`src/rtl/clint_pkg.sv`:
```
// Shared definitions for the core-local interruptor: register map, timer types
// and the byte-lane merge used by every 32-bit half write.
package clint_pkg;

  localparam int unsigned XLEN    = 32;
  localparam int unsigned TIMER_W = 64;
  localparam int unsigned BE_W    = XLEN / 8;

  typedef logic [TIMER_W-1:0] timer_t;

  localparam logic [XLEN-1:0] CLINT_MSIP        = 32'h0000_0000;
  localparam logic [XLEN-1:0] CLINT_MTIMECMP_LO = 32'h0000_4000;
  localparam logic [XLEN-1:0] CLINT_MTIMECMP_HI = 32'h0000_4004;
  localparam logic [XLEN-1:0] CLINT_MTIME_LO    = 32'h0000_BFF8;
  localparam logic [XLEN-1:0] CLINT_MTIME_HI    = 32'h0000_BFFC;

  // All ones keeps mtip low out of reset regardless of mtime.
  localparam timer_t MTIMECMP_RST = {TIMER_W{1'b1}};

  // Decoded write request handed from the bus front end to the timer.
  typedef struct packed {
    logic            mtime_lo;
    logic            mtime_hi;
    logic            cmp_lo;
    logic            cmp_hi;
    logic [BE_W-1:0] be;
    logic [XLEN-1:0] data;
  } timer_wr_t;

  function automatic logic [XLEN-1:0] byte_merge(input logic [XLEN-1:0] old,
                                                 input logic [XLEN-1:0] data,
                                                 input logic [BE_W-1:0] be);
    logic [XLEN-1:0] res;
    res = old;
    for (int i = 0; i < int'(BE_W); i++) begin
      if (be[i]) res[8*i +: 8] = data[8*i +: 8];
    end
    return res;
  endfunction

endpackage

```
`src/rtl/clint_if.sv`:
```
// SRAM-style responder port between the arbiter and the CLINT.
interface clint_if;
  import clint_pkg::*;

  logic            cs;
  logic            we;
  logic [XLEN-1:0] addr;
  logic [BE_W-1:0] be;
  logic [XLEN-1:0] di;
  logic [XLEN-1:0] dout;
  logic            busy;
  logic            err;

  modport master (output cs, we, addr, be, di, input dout, busy, err);
  modport slave  (input cs, we, addr, be, di, output dout, busy, err);

endinterface

```
`src/rtl/clint_timer.sv`:
```
// Prescaler, 64-bit mtime counter, mtimecmp register and registered mtip compare.
module clint_timer
  import clint_pkg::*;
#(
  parameter int unsigned PRESCALE = 1
) (
  input  logic      clk,
  input  logic      rstn,
  input  timer_wr_t wr,
  output timer_t    mtime,
  output timer_t    mtimecmp,
  output logic      mtip
);

  localparam int unsigned     PS_W    = (PRESCALE > 1) ? $clog2(PRESCALE) : 1;
  localparam logic [PS_W-1:0] PS_LAST = PS_W'(PRESCALE - 1);

  logic [PS_W-1:0] ps_cnt;
  logic [PS_W-1:0] ps_cnt_nxt;
  logic            tick;
  timer_t          mtime_nxt;
  timer_t          cmp_nxt;

  // Free-running prescaler, unaffected by bus traffic.
  always_comb begin
    tick       = (ps_cnt == PS_LAST);
    ps_cnt_nxt = tick ? '0 : ps_cnt + PS_W'(1);
  end

  // A write to either half suppresses the increment for that cycle entirely.
  always_comb begin
    mtime_nxt = mtime;
    if (wr.mtime_lo || wr.mtime_hi) begin
      if (wr.mtime_lo) mtime_nxt[XLEN-1:0]       = byte_merge(mtime[XLEN-1:0], wr.data, wr.be);
      if (wr.mtime_hi) mtime_nxt[TIMER_W-1:XLEN] = byte_merge(mtime[TIMER_W-1:XLEN], wr.data, wr.be);
    end else if (tick) begin
      mtime_nxt = mtime + TIMER_W'(1);
    end
  end

  always_comb begin
    cmp_nxt = mtimecmp;
    if (wr.cmp_lo) cmp_nxt[XLEN-1:0]       = byte_merge(mtimecmp[XLEN-1:0], wr.data, wr.be);
    if (wr.cmp_hi) cmp_nxt[TIMER_W-1:XLEN] = byte_merge(mtimecmp[TIMER_W-1:XLEN], wr.data, wr.be);
  end

  // mtip compares next-state values so it tracks the same edge as the update.
  always_ff @(posedge clk or negedge rstn) begin
    if (!rstn) begin
      ps_cnt   <= '0;
      mtime    <= '0;
      mtimecmp <= MTIMECMP_RST;
      mtip     <= 1'b0;
    end else begin
      ps_cnt   <= ps_cnt_nxt;
      mtime    <= mtime_nxt;
      mtimecmp <= cmp_nxt;
      mtip     <= (mtime_nxt >= cmp_nxt);
    end
  end

endmodule

```
`src/rtl/clint_slv.sv`:
```
// Core-local interruptor responder: address decode, read mux, msip and err,
// with the timer datapath in clint_timer.
module clint_slv
  import clint_pkg::*;
#(
  parameter int unsigned PRESCALE = 1,
  parameter int unsigned ADDR_W   = 16
) (
  input  logic     clk,
  input  logic     rstn,
  clint_if.slave   bus,
  output logic     msip,
  output logic     mtip
);

  logic [ADDR_W-3:0] word;
  logic              sel_msip;
  logic              sel_cmp_lo;
  logic              sel_cmp_hi;
  logic              sel_mt_lo;
  logic              sel_mt_hi;
  logic              mapped;
  logic              wr_en;
  logic [XLEN-1:0]   rd_val;
  logic [XLEN-1:0]   dout_q;
  logic              err_q;
  logic              msip_q;
  timer_wr_t         tw;
  timer_t            mtime;
  timer_t            mtimecmp;
  logic              unused_addr_bits;

  // Upper address bits were already consumed by the arbiter.
  assign unused_addr_bits = ^{bus.addr[XLEN-1:ADDR_W], bus.addr[1:0]};

  assign word       = bus.addr[ADDR_W-1:2];
  assign sel_msip   = (word == CLINT_MSIP[ADDR_W-1:2]);
  assign sel_cmp_lo = (word == CLINT_MTIMECMP_LO[ADDR_W-1:2]);
  assign sel_cmp_hi = (word == CLINT_MTIMECMP_HI[ADDR_W-1:2]);
  assign sel_mt_lo  = (word == CLINT_MTIME_LO[ADDR_W-1:2]);
  assign sel_mt_hi  = (word == CLINT_MTIME_HI[ADDR_W-1:2]);
  assign mapped     = sel_msip | sel_cmp_lo | sel_cmp_hi | sel_mt_lo | sel_mt_hi;
  assign wr_en      = bus.cs & bus.we;

  // Unmapped reads return zero.
  always_comb begin
    rd_val = '0;
    if (sel_msip)        rd_val = {{(XLEN-1){1'b0}}, msip_q};
    else if (sel_cmp_lo) rd_val = mtimecmp[XLEN-1:0];
    else if (sel_cmp_hi) rd_val = mtimecmp[TIMER_W-1:XLEN];
    else if (sel_mt_lo)  rd_val = mtime[XLEN-1:0];
    else if (sel_mt_hi)  rd_val = mtime[TIMER_W-1:XLEN];
  end

  always_comb begin
    tw          = '0;
    tw.be       = bus.be;
    tw.data     = bus.di;
    tw.mtime_lo = wr_en & sel_mt_lo;
    tw.mtime_hi = wr_en & sel_mt_hi;
    tw.cmp_lo   = wr_en & sel_cmp_lo;
    tw.cmp_hi   = wr_en & sel_cmp_hi;
  end

  // dout holds between reads like the sram macros.
  always_ff @(posedge clk or negedge rstn) begin
    if (!rstn) begin
      dout_q <= '0;
      err_q  <= 1'b0;
      msip_q <= 1'b0;
    end else begin
      err_q <= bus.cs & ~mapped;
      if (bus.cs && !bus.we) dout_q <= rd_val;
      if (wr_en && sel_msip && bus.be[0]) msip_q <= bus.di[0];
    end
  end

  clint_timer #(
    .PRESCALE (PRESCALE)
  ) u_timer (
    .clk      (clk),
    .rstn     (rstn),
    .wr       (tw),
    .mtime    (mtime),
    .mtimecmp (mtimecmp),
    .mtip     (mtip)
  );

  assign bus.dout = dout_q;
  assign bus.err  = err_q;
  assign bus.busy = 1'b0;
  assign msip     = msip_q;

endmodule

```
`src/flat_wrapper.sv`:
```
// flat-port wrapper written by rule: the top's interface ports become plain ports
module clint_slv_flat import clint_pkg::*;
#(
  parameter int unsigned PRESCALE = 1,
  parameter int unsigned ADDR_W   = 16
)
  (clk, rstn, msip, mtip, bus_cs, bus_we, bus_addr, bus_be, bus_di, bus_dout, bus_busy, bus_err);
  clint_if bus_i ();
  input  logic clk;
  input  logic rstn;
  output logic msip;
  output logic mtip;
  input wire logic [$bits(bus_i.cs)-1:0] bus_cs;
  input wire logic [$bits(bus_i.we)-1:0] bus_we;
  input wire logic [$bits(bus_i.addr)-1:0] bus_addr;
  input wire logic [$bits(bus_i.be)-1:0] bus_be;
  input wire logic [$bits(bus_i.di)-1:0] bus_di;
  output wire logic [$bits(bus_i.dout)-1:0] bus_dout;
  output wire logic [$bits(bus_i.busy)-1:0] bus_busy;
  output wire logic [$bits(bus_i.err)-1:0] bus_err;
  assign bus_i.cs = bus_cs;
  assign bus_i.we = bus_we;
  assign bus_i.addr = bus_addr;
  assign bus_i.be = bus_be;
  assign bus_i.di = bus_di;
  assign bus_dout = bus_i.dout;
  assign bus_busy = bus_i.busy;
  assign bus_err = bus_i.err;
  clint_slv #(.PRESCALE(PRESCALE), .ADDR_W(ADDR_W)) u_core (.clk(clk), .rstn(rstn), .bus(bus_i), .msip(msip), .mtip(mtip));
endmodule
```
`config.mk`:
```
export PLATFORM = sky130hd
export DESIGN_NAME = clint_slv_flat
export DESIGN_NICKNAME = d
export VERILOG_FILES = /design/src/rtl/clint_pkg.sv /design/src/rtl/clint_if.sv /design/src/rtl/clint_timer.sv /design/src/rtl/clint_slv.sv /design/src/flat_wrapper.sv
export SDC_FILE = /design/constraint.sdc
export NUM_CORES = 1
export LEC_CHECK = 0
export ABC_CLOCK_PERIOD_IN_PS = 4500
export CAP_MARGIN = 10
export CORE_MARGIN = 4
export CORE_UTILIZATION = 50
export DETAILED_ROUTE_END_ITERATION = 8
export GPL_ROUTABILITY_DRIVEN = 0
export PLACE_DENSITY = 0.72
export SKIP_LAST_GASP = 1
export SYNTH_ARGS = -nofsm -noshare
export SYNTH_HDL_FRONTEND = slang
export SYNTH_SLANG_ARGS = --single-unit
export TNS_END_PERCENT = 30
```
`constraint.sdc`:
```
create_clock -name clk -period 4.5 [get_ports clk]
set_input_delay 0.9 -clock clk [delete_from_list [all_inputs] [get_ports clk]]
set_output_delay 0.9 -clock clk [all_outputs]
set_load 0.05 [all_outputs]
```
==> results of run 1 <==
[through the flow]
step           setup slack, ns  hold slack [ns]  power, W
2_1_floorplan           0.0984            0.540   0.00174
4_1_cts               0.000576            0.484   0.00338
3_3_place_gp            -0.611            0.460   0.00190
6_report                 0.120            0.477   0.00338
3_5_place_dp            -0.737            0.469   0.00191
5_1_grt                -0.0542            0.503   0.00350
[repair_timing]
action                                  in CTS  in global routing
resized for setup                            6                 30
endpoints found under the setup margin       1                  1
pin swaps                                    0                 17
setup buffers                                0                  6
[worst reg2reg max path, stage by stage (launching register included)]
cell      delay (ns)
dfrtp_1         0.45
and4_1          0.37
and3_1          0.33
nand3_4         0.14
or4_1           0.56
nor4_1          0.30
nor3_1          0.12
ha_1            0.32
nand4_1         0.21
or3_4           0.45
nor3_4          0.15
nand2_2         0.12
or3_1           0.39
o211ai_1        0.17
[cells in the mapped netlist (9+ instances only)]
master    number
nand4_1       27
mux2_2        26
dfstp_2       64
nor3_1        29
ha_1          65
nand2b_1      12
o21ai_0       50
a21oi_1       33
nand3_1       39
and3_1        29
dfrtp_1       99
nor4_1        15
nor2_1        77
inv_1         65
nand2_1       94
a21o_1        10
mux2i_1      104
o22ai_1        9
o211ai_1      11
a211oi_1      34
a311oi_1      13
clkbuf_1      23
o22a_1        31
[cell usage in the layout, fill, tap and decap left out, types with 5 or more instances in the layout]
master,instances
a31oi_1,8
a21o_1,10
nor2_4,8
o21ai_0,49
dfrtp_1,99
ha_1,65
and2_1,7
o22a_1,31
nand3_1,39
clkdlybuf4s50_1,85
mux2_2,26
a21oi_1,33
or3_1,6
and4_1,8
o22ai_1,9
inv_1,65
o311ai_0,5
nor4_1,10
nand4_1,27
buf_4,149
nand2_1,93
a311oi_1,10
dfstp_2,64
clkbuf_16,17
nor2_1,77
a211oi_1,30
and3_1,29
o211ai_1,11
nor3_1,27
mux2i_1,104
nand2b_1,11
[final cells by class]
class                   count  area [µm²]
clock buffers              18         439
well taps                 270         338
fillers                  1657        7020
clock inverters            14         145
inverters                  65         244
multi-input cells         817        6040
flip-flops and latches    163        4160
repair buffers            239        2040
[worst max path at each step]
stage	start	endpoint	slack [ns]
after detailed placement	bus_addr[5]	u_core.u_timer.mtip$_DFF_PN0_	-0.74
after global routing	bus_addr[11]	u_core.u_timer.mtip$_DFF_PN0_	-0.05
final	bus_addr[4]	u_core.u_timer.mtip$_DFF_PN0_	0.12
after floorplan	bus_addr[6]	u_core.u_timer.mtip$_DFF_PN0_	0.1
after global placement	bus_addr[5]	u_core.u_timer.mtip$_DFF_PN0_	-0.61
after CTS	bus_addr[5]	u_core.u_timer.mtip$_DFF_PN0_	0.0006
[logic make-up after synthesis]
family                   after synthesis  synth area share (%)
flip-flops                           163                  39.7
XOR/XNOR                               1                0.0836
AO/OA/AOI/OAI                        241                  16.3
AND/OR/NAND/NOR                      379                  19.2
other                                  1                0.0358
multiplexers                         130                  12.7
buffers and inverters                109                  4.18
adder cells (fa/ha/maj)               65                  7.76
[power breakdown]
part	internal [W]	switching, W	total, W
clock	0.000799	0.000685	0.00148
combinational	0.000147	0.000200	0.000346
sequential	0.00150	0.0000465	0.00155
[routing by layer]
layer | vias up | GRT usage, % | routed length [µm]
li1 | 4501 | - | -
met1 | 4787 | 38.6 | 14400
met2 | 468 | 44.0 | 15100
met3 | 70 | 5.14 | 2460
met4 | 0 | 9.93 | 835
met5 | - | 0 | 0
[sequential cells by signal (all words and copies together) (netlist names)]
register                 flops
u_core.u_timer.mtimecmp     64
u_core.u_timer.mtip          1
u_core.bus.err               1
u_core.bus.dout             32
u_core.msip                  1
u_core.u_timer.mtime        64
==> impl_metrics.csv, run 1 <==
group,metric,value,unit
outcome,run_status,"finished clean",
pwr,powerDensity,252,mW/mm²
finish,final_cell_area,0.0134,mm²
timing,drv_slew,0,
synth,yosysSeqAreaShare,39.7,%
timing,fmax,228,MHz
critical_path,cp_slowest_cell,"or4_4",
timing,max_slew_margin,43.4,%
synth,synth_warnings,0,
worst_hold_path,hp-class,"input pin to async pin",
synth,synthArstFlopShare,100,%
critical_path,regToRegEndpoint,"u_core.u_timer.mtip$_DFF_PN0_",
clocking,clk_path_buf_depth,2,
synth,syn_avg_cell_area,9.62,µm²
timing,worst_pin_slew,0.838,ns
die,chipHeight,153,µm
timing,fin_skew,0.0111,ns
die,core.rowCount,52,
timing,fin_setup_tns,0,ns
detailed_routing,drc,0,
place,dpl_cell_area,0.0126,mm²
synth,syn_nets,1226,
critical_path,reg2reg_from,"u_core.u_timer.mtime[18]$_DFF_PN0_",
synth,synth_cell_type_count,68,
detailed_routing,first_pass_iters,6,
detailed_routing,final_antenna_net_count,0,
detailed_routing,viasPerCell,6.20,
die,core_area,0.0204,mm²
place,hpwlAfterDp,24500,µm
synth,synth_cells,1089,
global_route,grt_pass1_wl,52600,µm
finish,final_nets,1440,
finish,utilization,65.6,%
global_route,grt_pass1_vias,9695,
clocking,cts-root-buf,"clkbuf_16",
clocking,h-tree-depth,4,
critical_path,r2r_slack,0.35,ns
clocking,cts_tree,"yes",
synth,netlist_area,0.0105,mm²
clocking,clkSlewWorstSetupHoldPaths,0.07,ns
critical_path,required,4.81,ns
global_route,antenna_found_initial,0,
place,port_buffers,88,
critical_path,critPathCaptureType,"flip-flop",
detailed_routing,drt-initial-drc-count,1002,
flow_run,cap_viol_max_count,0,
synth,yosysTopAreaCell,"dfrtp_1",
critical_path,cp-start-kind,"input pin",
critical_path,cpLargestDelayFamily,"simple AND/OR/NAND/NOR gates",
synth,ys_ff_latch,163,
clocking,cts_buffers,17,
critical_path,critPathKind,"input pin to flip-flop",
die,pin_count,108,
global_route,grt_overflow_total,0,
synth,synth_top_area_share,23.6,%
timing,setup_viol,0,
critical_path,crit_arrival,4.69,ns
critical_path,reg2reg_depth,13,
detailed_routing,routed_wl,32800,µm
critical_path,cp_max_fo,7,
place,dp_cells,1548,
critical_path,cp.depth,14,
synth,synth_top_flop_cell,"dfrtp_1",
finish,syn2layout_area_growth,28.0,%
clocking,cts_hold_buf,0,
clocking,cts.sinks,163,
critical_path,path_buf_inv,4,
global_route,grt_util_all_layers,27.9,%
timing,fin_crit,4.38,ns
timing,final-hold-violation-count,0,
critical_path,cp_common_cell,"buf_4",
detailed_routing,wl_per_cell,20.7,µm
finish,antenna_cells,0,
critical_path,critical-path-max-stage-delay,0.59,ns
global_route,grt_max_degree,82,
pwr,leakage,5.81,nW
timing,finalCritPeriodShare,97.3,%
synth,synth_edf_count,0,
die,initial_core_util,51.3,%
synth,synth_area_leaders,"dfrtp_1 (24%), dfstp_2 (16%), mux2i_1 (9.9%), ha_1 (7.8%), nand2_1 (3.4%)",
detailed_routing,vias,9826,
finish,stdcell_count,1586,
die,dieWidth,153,µm
pwr,peakVddDrop,0.252,mV
critical_path,cp_cell_sequence,"clkdlybuf4s50_1 -> nand4_1 -> or4_4 -> buf_6 -> or3_1 -> buf_4 -> o22ai_1 -> nor2_1 -> ha_1 -> a21oi_1 -> a2111oi_2 -> buf_4 -> a2111oi_4 -> o211ai_1",
finish,drive_gt1_share,24.5,%
clocking,clk_latency,0.44,ns
die,dieArea,0.0233,mm²
(Power assumes the default switching activity.)
==> run 2: changes to the inputs <==
--- a/config.mk
+++ b/config.mk
@@ -9,6 +9,7 @@
 export CAP_MARGIN = 10
 export CORE_MARGIN = 4
 export CORE_UTILIZATION = 50
+export CTS_CLUSTER_SIZE = 10
 export DETAILED_ROUTE_END_ITERATION = 8
 export GPL_ROUTABILITY_DRIVEN = 0
 export PLACE_DENSITY = 0.72
==> results of run 2 <==
Same layout as run 1: the final DEF is identical, and so are final timing and power.
==> run 3: changes to the inputs <==
--- a/config.mk
+++ b/config.mk
@@ -5,14 +5,14 @@
 export SDC_FILE = /design/constraint.sdc
 export NUM_CORES = 1
 export LEC_CHECK = 0
-export ABC_CLOCK_PERIOD_IN_PS = 4500
+export ABC_CLOCK_PERIOD_IN_PS = 4700
 export CAP_MARGIN = 10
 export CORE_MARGIN = 4
-export CORE_UTILIZATION = 50
+export CORE_UTILIZATION = 55
 export CTS_CLUSTER_SIZE = 10
 export DETAILED_ROUTE_END_ITERATION = 8
 export GPL_ROUTABILITY_DRIVEN = 0
-export PLACE_DENSITY = 0.72
+export PLACE_DENSITY = 0.78
 export SKIP_LAST_GASP = 1
 export SYNTH_ARGS = -nofsm -noshare
 export SYNTH_HDL_FRONTEND = slang
==> constraint.sdc (replaced) <==
create_clock -name clk -period 4.7 [get_ports clk]
set_input_delay 0.94 -clock clk [delete_from_list [all_inputs] [get_ports clk]]
set_output_delay 0.94 -clock clk [all_outputs]
set_load 0.05 [all_outputs]
==> run 3 against run 2 <==
Flip-flop and latch count is the same. Combinational power up 1%. Die area down 8.6%. Largest power group is now the clock network. Highest routed layer unchanged.
==> impl_metrics.csv, run 3 (synthesis results as in run 1) <==
group,metric,value,unit
critical_path,critPathCaptureType,"flip-flop",
critical_path,cp_max_fo,4,
place,hpwlAfterDp,24000,µm
global_route,grt_util_all_layers,30.5,%
global_route,use_met3,6.15,%
finish,syn2layout_area_growth,25.5,%
timing,drv_slew,0,
place,pre_cts_ws,-0.812,ns
finish,layout_commonest_cell,"buf_4",
global_route,use_met1,41.3,%
die,core_area,0.0187,mm²
clocking,clk_path_buf_depth,2,
die,dieWidth,146,µm
detailed_routing,first_pass_iters,8,
finish,final_nets,1416,
global_route,grt_pass1_wl,52100,µm
global_route,grt_overflow_total,0,
detailed_routing,drt-initial-drc-count,1179,
clocking,cts_buffers,17,
timing,finalCritPeriodShare,96.7,%
global_route,antenna_found_initial,0,
timing,fmax,220,MHz
detailed_routing,wl_per_cell,21.4,µm
critical_path,critPathKind,"input pin to flip-flop",
clocking,cts_tree,"yes",
detailed_routing,routed_wl,32700,µm
detailed_routing,vias,9810,
outcome,run_status,"finished clean",
pwr,peakVddDrop,0.280,mV
critical_path,crit_arrival,4.86,ns
timing,worst_pin_slew,1.12,ns
detailed_routing,drc,0,
timing,fin_skew,0.00893,ns
finish,final_cell_mix,"buf_4 (126), mux2i_1 (104), dfrtp_1 (99)",
critical_path,cp-start-kind,"input pin",
clocking,clkSlewWorstSetupHoldPaths,0.06,ns
die,chipHeight,146,µm
clocking,cts-root-buf,"clkbuf_16",
critical_path,required,5.02,ns
timing,max_slew_margin,25.5,%
timing,setup_viol,0,
pwr,total_power,0.00336,W
timing,layout_setup_ws,0.153,ns
pwr,leakage,5.68,nW
detailed_routing,final_antenna_net_count,0,
die,core.rowCount,50,
flow_run,cap_viol_max_count,0,
clocking,cts_hold_buf,0,
die,pin_count,108,
timing,fin_crit,4.55,ns
global_route,grt_busiest_layer,"met2",
finish,antenna_cells,0,
global_route,grt_pass1_vias,9813,
finish,drive_gt1_share,22.1,%
worst_hold_path,hp-class,"flip-flop to flip-flop",
clocking,cts.sinks,163,
global_route,use_met2,48.3,%
detailed_routing,viasPerCell,6.43,
clocking,clk_latency,0.45,ns
timing,final-hold-violation-count,0,
die,initial_core_util,56.0,%
pwr,powerDensity,255,mW/mm²
clocking,h-tree-depth,4,
timing,hold_ws,0.477,ns
place,port_buffers,88,
finish,fillers,1407,
die,dieArea,0.0213,mm²
global_route,grt_max_degree,104,
==> run 3: cell count changes in the layout (fill, tap and decap cells not counted), moves of 3 or more <==
cell,previous run,this run
buf_4,149,126
clkbuf_8,1,5
inv_8,4,0
nor4_1,10,14
a311oi_1,10,13
a311oi_2,3,0
nor4_2,4,1
==> run 3: repair_timing <==
item | 4_1_cts | 5_1_grt
endpoints found under the setup margin | 1 | 1
setup buffers | 0 | 1
pin swaps | 0 | 1
endpoints found under the hold margin | 0 | 0
resized for setup | 6 | 10
==> run 3: worst max-delay path, cell delays in order <==
cell and delay [ns]:
clkdlybuf4s50_1 0.42, buf_4 0.13, nor4_1 0.16, buf_4 0.16, nand4_1 0.13, or2_4 0.33
nor2_4 0.15, mux2_2 0.37, ha_1 0.28, nand2b_1 0.18, a2111oi_4 0.41, o311ai_2 0.20
a211o_1 0.42, a2111oi_2 0.34, buf_4 0.16, o211ai_1 0.08
==> run 3: worst paths after layout <==
check                                                       start                               endpoint  slack [ns]  cells past startpoint
worst max-delay path                                  bus_addr[7]          u_core.u_timer.mtip$_DFF_PN0_        0.15                     16
worst min-delay path              u_core.bus.dout[25]$_DFFE_PN0P_        u_core.bus.dout[25]$_DFFE_PN0P_        0.48                      2
worst max register to register  u_core.u_timer.mtime[1]$_DFF_PN0_          u_core.u_timer.mtip$_DFF_PN0_        0.31                     14
worst min register to register    u_core.bus.dout[25]$_DFFE_PN0P_        u_core.bus.dout[25]$_DFFE_PN0P_        0.48                      2
max in group asynchronous                                    rstn  u_core.u_timer.mtimecmp[60]$_DFF_PN1_        3.03                      2
min in group asynchronous                                    rstn        u_core.bus.dout[12]$_DFFE_PN0P_        0.62                      1
==> run 3: cell type report <==
| cell class | count | area (µm²) | share of cell area (%) |
|---|---|---|---|
| timing repair buffer | 215 | 1860 | 14.1 |
| multi-input combinational | 817 | 5960 | 45.3 |
| tap | 234 | 293 | 2.23 |
| inverter | 65 | 244 | 1.86 |
| sequential | 163 | 4160 | 31.6 |
| clock buffer | 23 | 498 | 3.79 |
| clock inverter | 9 | 141 | 1.08 |
==> run 3: power by group <==
part	switching, W	internal, W
combinational	0.000207	0.000145
clock	0.000607	0.000913
sequential	0.0000500	0.00144
total	0.000863	0.00249
==> run 3: routing by layer <==
metal / part of all wire [%] / vias up / routed length, µm
met2: 46 / 522 / 15000
li1: - / 4455 / -
met3: 8.2 / 110 / 2690
met4: 3.7 / 0 / 1220
met5: 0 / - / 0
met1: 42 / 4723 / 13800
==> run 3: stage by stage <==
stage	cells	TNS (ns)	util [%]	cell area [µm²]
6_report	1526	0	70.3	13200
2_1_floorplan	1089	0	-	10500
4_1_cts	1525	0	70.0	13100
3_3_place_gp	1493	-0.772	66.5	12400
3_5_place_dp	1493	-0.812	66.5	12400
5_1_grt	1526	-0.0116	70.3	13200
